==> config.mk <==
export PLATFORM = sky130hd
export DESIGN_NAME = signed_adder_bcd_scan
export DESIGN_NICKNAME = d
export VERILOG_FILES = /design/src/rtl/seg7_pkg.sv /design/src/rtl/seg7_decode.sv /design/src/rtl/signed_adder_bcd_scan.sv
export SDC_FILE = /design/constraint.sdc
export NUM_CORES = 1
export LEC_CHECK = 0
export CAP_MARGIN = 10
export CORE_UTILIZATION = 25
export DETAILED_ROUTE_END_ITERATION = 16
export PLACE_DENSITY = 0.45
export REMOVE_ABC_BUFFERS = 1
export SYNTH_ARGS = -nofsm -noshare
export SYNTH_HDL_FRONTEND = slang
export SYNTH_SLANG_ARGS = --single-unit
==> constraint.sdc <==
create_clock -name clk -period 2.7 [get_ports clk]
set_input_delay 0.27 -clock clk [delete_from_list [all_inputs] [get_ports clk]]
set_output_delay 0.27 -clock clk [all_outputs]
set_load 0.1 [all_outputs]
==> src/rtl/seg7_pkg.sv <==
`default_nettype none
// +--------------------------------------------------------------------+
// | seg7_pkg : FSM encoding, segment constants and digit table for the  |
// |            signed adder / BCD display block.  Rev 1.0               |
// +--------------------------------------------------------------------+
package seg7_pkg;

  typedef enum logic [1:0] {
    ST_IDLE = 2'd0,
    ST_CONV = 2'd1,
    ST_UPD  = 2'd2
  } state_t;

  localparam logic [6:0] SEG_DASH  = 7'b0000001;
  localparam logic [6:0] SEG_BLANK = 7'b0000000;

  // Segment order {A,B,C,D,E,F,G}; codes 10..15 are dark.
  localparam logic [15:0][6:0] SEG_TABLE = {
    SEG_BLANK, SEG_BLANK, SEG_BLANK, SEG_BLANK, SEG_BLANK, SEG_BLANK,
    7'b1111011, 7'b1111111, 7'b1110000, 7'b1011111, 7'b1011011,
    7'b0110011, 7'b1111001, 7'b1101101, 7'b0110000, 7'b1111110
  };

  function automatic int pow10(input int n);
    int r;
    r = 1;
    for (int i = 0; i < n; i++) r = r * 10;
    return r;
  endfunction

endpackage
`default_nettype wire

==> src/rtl/seg7_decode.sv <==
`default_nettype none
// +--------------------------------------------------------------------+
// | seg7_decode : 4-bit digit to active-high 7-segment pattern.         |
// | Rev 1.0                                                             |
// +--------------------------------------------------------------------+
module seg7_decode
  import seg7_pkg::*;
(
  input  logic [3:0] digit,
  output logic [6:0] seg
);

  assign seg = SEG_TABLE[digit];

endmodule
`default_nettype wire

==> src/rtl/signed_adder_bcd_scan.sv <==
`default_nettype none
// +--------------------------------------------------------------------+
// | signed_adder_bcd_scan : signed add, double-dabble BCD conversion    |
// |                         and multiplexed 7-segment scan.  Rev 1.0    |
// +--------------------------------------------------------------------+
module signed_adder_bcd_scan
  import seg7_pkg::*;
#(
  parameter int WIDTH       = 8,
  parameter int DIGITS      = 3,
  parameter int REFRESH_DIV = 50000,
  parameter int BLANK_LZ    = 1
) (
  input  logic              clk,
  input  logic              rst,
  input  logic [WIDTH-1:0]  a,
  input  logic [WIDTH-1:0]  b,
  input  logic              start,
  output logic              busy,
  output logic              done,
  output logic [WIDTH:0]    sum,
  output logic              neg,
  output logic              ovf,
  output logic [DIGITS-1:0] an,
  output logic [6:0]        seg,
  output logic              dp
);

  localparam int          c_sum_w = WIDTH + 1;
  localparam int          c_bcd_w = 4 * DIGITS;
  localparam int          c_cnt_w = $clog2(WIDTH + 2);
  localparam int          c_idx_w = (DIGITS > 1) ? $clog2(DIGITS) : 1;
  localparam int          c_ref_w = (REFRESH_DIV > 1) ? $clog2(REFRESH_DIV) : 1;
  localparam logic [31:0] c_limit = 32'(pow10(DIGITS));

  state_t               r_state;
  logic [c_sum_w-1:0]   r_s;
  logic [c_sum_w-1:0]   r_mag;
  logic [c_bcd_w-1:0]   r_bcd;
  logic [c_cnt_w-1:0]   r_cnt;
  logic                 r_ovf_acc;
  logic [c_bcd_w-1:0]   r_disp;
  logic [c_ref_w-1:0]   r_ref;
  logic [c_idx_w-1:0]   r_idx;

  logic [c_sum_w-1:0]   w_sum;
  logic [c_sum_w-1:0]   w_mag;
  logic [c_bcd_w-1:0]   w_adj;
  logic [c_bcd_w-1:0]   w_bcd_nx;
  logic [c_sum_w-1:0]   w_mag_nx;
  logic                 w_carry;
  logic [c_idx_w-1:0]   w_hi;
  logic [3:0]           w_digit;
  logic [6:0]           w_dec;
  logic [6:0]           w_seg;
  logic                 w_dp;
  logic [DIGITS-1:0]    w_an;

  // Sign-extended add cannot overflow; -2^WIDTH negates to itself as unsigned.
  assign w_sum = {a[WIDTH-1], a} + {b[WIDTH-1], b};
  assign w_mag = w_sum[WIDTH] ? -w_sum : w_sum;

  always_comb begin
    w_adj = r_bcd;
    for (int i = 0; i < DIGITS; i++) begin
      if (r_bcd[4*i +: 4] >= 4'd5) w_adj[4*i +: 4] = r_bcd[4*i +: 4] + 4'd3;
    end
    {w_carry, w_bcd_nx, w_mag_nx} = {w_adj, r_mag, 1'b0};
  end

  // The final dabble step loads the display directly, so done and the new
  // result appear together in the UPD cycle.
  always_ff @(posedge clk or posedge rst) begin
    if (rst) begin
      r_state   <= ST_IDLE;
      r_s       <= '0;
      r_mag     <= '0;
      r_bcd     <= '0;
      r_cnt     <= '0;
      r_ovf_acc <= 1'b0;
      r_disp    <= '0;
      busy      <= 1'b0;
      done      <= 1'b0;
      sum       <= '0;
      neg       <= 1'b0;
      ovf       <= 1'b0;
    end else begin
      done <= 1'b0;
      case (r_state)
        ST_IDLE: begin
          if (start) begin
            r_s       <= w_sum;
            r_mag     <= w_mag;
            r_bcd     <= '0;
            r_cnt     <= c_cnt_w'(c_sum_w);
            r_ovf_acc <= (32'(w_mag) >= c_limit);
            busy      <= 1'b1;
            r_state   <= ST_CONV;
          end
        end
        ST_CONV: begin
          r_bcd <= w_bcd_nx;
          r_mag <= w_mag_nx;
          r_cnt <= r_cnt - c_cnt_w'(1);
          if (r_cnt == c_cnt_w'(1)) begin
            r_disp  <= w_bcd_nx;
            sum     <= r_s;
            neg     <= r_s[WIDTH];
            ovf     <= r_ovf_acc | w_carry;
            done    <= 1'b1;
            busy    <= 1'b0;
            r_state <= ST_UPD;
          end else begin
            r_ovf_acc <= r_ovf_acc | w_carry;
          end
        end
        ST_UPD:  r_state <= ST_IDLE;
        default: r_state <= ST_IDLE;
      endcase
    end
  end

  always_comb begin
    w_hi    = '0;
    w_digit = '0;
    for (int i = 1; i < DIGITS; i++) begin
      if (r_disp[4*i +: 4] != 4'd0) w_hi = c_idx_w'(i);
    end
    for (int i = 0; i < DIGITS; i++) begin
      if (r_idx == c_idx_w'(i)) w_digit = r_disp[4*i +: 4];
    end
  end

  seg7_decode u_dec (
    .digit (w_digit),
    .seg   (w_dec)
  );

  always_comb begin
    w_an  = DIGITS'(1) << r_idx;
    w_seg = w_dec;
    if (ovf) begin
      w_seg = SEG_DASH;
    end else if ((BLANK_LZ != 0) && (r_idx > w_hi) && (r_idx != '0)) begin
      w_seg = SEG_BLANK;
    end
    w_dp = neg & (r_idx == '0) & ~ovf;
  end

  // an/seg/dp share one register stage so digit switches are glitch-free.
  always_ff @(posedge clk or posedge rst) begin
    if (rst) begin
      r_ref <= '0;
      r_idx <= '0;
      an    <= DIGITS'(1);
      seg   <= SEG_TABLE[0];
      dp    <= 1'b0;
    end else begin
      if (r_ref == c_ref_w'(REFRESH_DIV - 1)) begin
        r_ref <= '0;
        r_idx <= (r_idx == c_idx_w'(DIGITS - 1)) ? '0 : r_idx + c_idx_w'(1);
      end else begin
        r_ref <= r_ref + c_ref_w'(1);
      end
      an  <= w_an;
      seg <= w_seg;
      dp  <= w_dp;
    end
  end

endmodule
`default_nettype wire

==> impl_metrics.py <==
metrics = {
    "setup_path": {
        "worst-path-stages": 9,
        "crit_required_ps": 2910,
        "worstSetupStartpoint": "a[0]",
        "startpoint_type": "input pin",
        "cp.arrival_ps": 2570,
        "cpMaxStageDelayCell": "clkdlybuf4s50_1",
        "critPathCapture": "r_mag[7]",
        "reg2reg_depth": 8,
        "endpoint_kind": "flip-flop",
        "critPathTopFamily": "compound AO/OA/AOI/OAI gates",
        "path_buf_inv": 1,
        "r2r_start": "r_idx[1]",
        "cp_max_fo": 4,
        "critPathKind": "in2reg",
        "critPathMaxStageDelay_ps": 400,
        "r2r-end": "seg[2]",
        "path_cells": "clkdlybuf4s50_1 > ha_1 > fa_1 > a211oi_1 > o21ba_2 > o22ai_1 > o41ai_2 > xnor2_1 > o21ai_1",
        "ff2ff_setup_slack_ps": 570,
    },
    "routing": {
        "firstDrtPassIters": 4,
        "post-route-drc-count": 0,
        "post_drt_wl_per_cell_um": 12.8,
        "vias": 3402,
        "antenna_left": 0,
        "wl_um": 9720,
        "avgViaCountPerCell": 4.48,
        "drtIter0Drc": 142,
    },
    "yosys": {
        "async_flop_share_pct": 100,
        "syn_avg_cell_area_um2": 9.56,
        "ys.flop_type": "dfrtp_1",
        "syn_inst": 478,
        "synth_edf_count": 0,
        "ys_ff_latch": 90,
        "syn_area_um2": 4570,
        "ys_seq_area_share_pct": 49.5,
        "synth.yosys.warnings": 0,
        "synthDistinctLibCells": 52,
    },
    "cells_and_area": {
        "drive_gt1_share_pct": 13.7,
        "register_area_um2": 2260,
        "nFillCells": 1863,
        "antenna_cells": 0,
        "area_growth_pct": 21.1,
        "nets": 571,
        "final_common_cell": "nand2_1",
        "multi_input_area_um2": 2140,
        "final_cell_mix": "nand2_1 (88), dfrtp_1 (83), o21ai_0 (46), nor2_1 (37), buf_4 (36)",
    },
    "timing": {
        "grt_setup_unrepaired": "no",
        "finalHoldViolCount": 0,
        "setup_viol": 0,
        "slew_violations": 0,
        "layout_setup_ws_ps": 342,
        "tightest_slew_ps": 700,
        "slew_headroom_pct": 53.2,
        "fmax_mhz": 424,
        "min_period_ps": 2360,
        "fin_crit_sh_pct": 87.3,
        "fin_skew_ps": 8.96,
        "tns_ps": 0,
        "hold_ws_ps": 316,
    },
    "placed_design": {
        "pre_cts_slack_ps": -43.4,
        "io_buffer_count": 42,
        "gp_congestion": 0.783,
        "place_hpwl_um": 7160,
    },
    "worst_hold_path": {
        "hold_class": "in2async",
    },
    "cts": {
        "cts_tree": "built",
        "cts_buffer_depth": 2,
        "clk_latency_ps": 350,
        "cts_root_buf": "clkbuf_16",
        "ctsHtreeMaxLevel": 3,
        "ctsHoldBuffers": 0,
        "cts_inserted_buffers": 9,
        "cts.sinks": 90,
        "cts_resized": 0,
        "postCtsSetupBuffers": 0,
        "path_clk_slew_ps": 70,
    },
    "floorplanning": {
        "io_pins": 43,
        "rows": 49,
        "core_um2": 18000,
        "dieWidth_um": 137,
        "die_h_um": 137,
        "initial_utilization_pct": 25.4,
        "dieArea_um2": 18800,
    },
    "pwr": {
        "p_leak_nw": 2.49,
        "pwr-share-clk_pct": 20.5,
        "p_total_mw": 6.23,
        "switchingPower_mw": 2.84,
        "irDropWorstVdd_v": 0.00105,
        "seq_power_share_pct": 33.9,
        "switching_share_pct": 45.6,
        "p_int_mw": 3.39,
        "comb_power_share_pct": 45.6,
        "power_per_cell_area_nw_per_um2": 1130,
    },
    "grt": {
        "grt_pass1_wl_um": 16300,
        "grt_antenna_before_repair": 0,
        "track_usage_pct": 11.2,
        "grt_pass1_vias": 3349,
        "grt_max_degree": 39,
        "overflow": 0,
    },
    "status": {
        "status": "finished clean",
    },
    "job": {
        "maxCapViolations": 0,
    },
}
==> flip-flops by register name, indices dropped and copies added (netlist names), 3 cells and up <==
name,flops
r_disp,12
an,3
r_mag,9
sum,9
r_s,9
r_cnt,4
seg,7
r_bcd,12
r_ref,16
==> Yosys cell counts, types with 7 or more instances <==
| master | instances | area share (%) |
|---|---|---|
| a22oi_1 | 7 | 1.2 |
| o21ai_0 | 46 | 5.0 |
| dfstp_2 | 7 | 4.0 |
| xor2_1 | 13 | 2.5 |
| dfrtp_1 | 83 | 45 |
| xnor2_1 | 17 | 3.3 |
| inv_1 | 19 | 1.6 |
| a21oi_1 | 19 | 2.1 |
| nor3_1 | 7 | 0.77 |
| o22ai_1 | 7 | 0.96 |
| nor2_1 | 37 | 3.0 |
| nand2_1 | 88 | 7.2 |
| clkbuf_1 | 11 | 0.90 |
| nor2b_1 | 8 | 1.1 |
| nand3_1 | 12 | 1.3 |
| ha_1 | 25 | 6.8 |
==> power by group through the flow <==
| stage | registers [mW] | logic (mW) | clock network, mW |
|---|---|---|---|
| finish | 2.11 | 2.84 | 1.28 |
| CTS | 2.12 | 2.88 | 1.33 |
| global placement | 2.14 | 2.85 | 0 |
| detailed placement | 2.14 | 2.88 | 0 |
| floorplan | 3.02 | 1.25 | 0 |
| global route | 2.18 | 3.14 | 1.38 |
==> how the worst min path moves through the flow <==
stage,start,to,slack [ps],cells after the start
after floorplan,r_ref[0],r_ref[0],430,1
after global placement,r_ref[0],r_ref[0],440,1
after detailed placement,r_ref[0],r_ref[0],450,1
after CTS,rst,r_ref[13],340,2
after global routing,rst,r_ref[13],370,2
final,rst,r_ref[13],320,2
==> through the flow <==
step	area, um2	instances	utilization [%]
CTS	5530	760	30.8
detailed placement	5230	744	29.1
finish	5530	760	30.8
global placement	5230	744	29.1
global route	5530	760	30.8
floorplan	4470	460	-
==> layout make-up <==
cell class	instances	share of cell area [%]
flip-flops and latches	90	40.9
multi-input cells	350	38.6
repair buffers	55	8.50
well taps	229	5.18
clock buffers	10	4.14
inverters	20	1.38
clock inverters	6	1.29
==> cells by family (layout without fill, tap and decap cells) <==
kind of cell | after synthesis | after routing | share of synthesized area [%]
and+or+nand+nor | 180 | 180 | 17.8
DFF | 90 | 90 | 49.5
AOI/OAI and AO/OA | 105 | 105 | 13.9
muxes | 9 | 9 | 2.08
adders and majority gates | 26 | 26 | 7.29
xor gates and xnor gates | 30 | 30 | 5.75
buffers and inverters | 38 | 91 | 3.72
==> routing by layer <==
metal	vias to the layer above	track usage [%]	part of all wire, %
met5	-	0	0
met4	0	4.95	1.8
met3	18	2.02	2.8
met2	44	18.9	48
met1	1613	13.8	48
li1	1727	-	-
(Power assumes the default switching activity.)
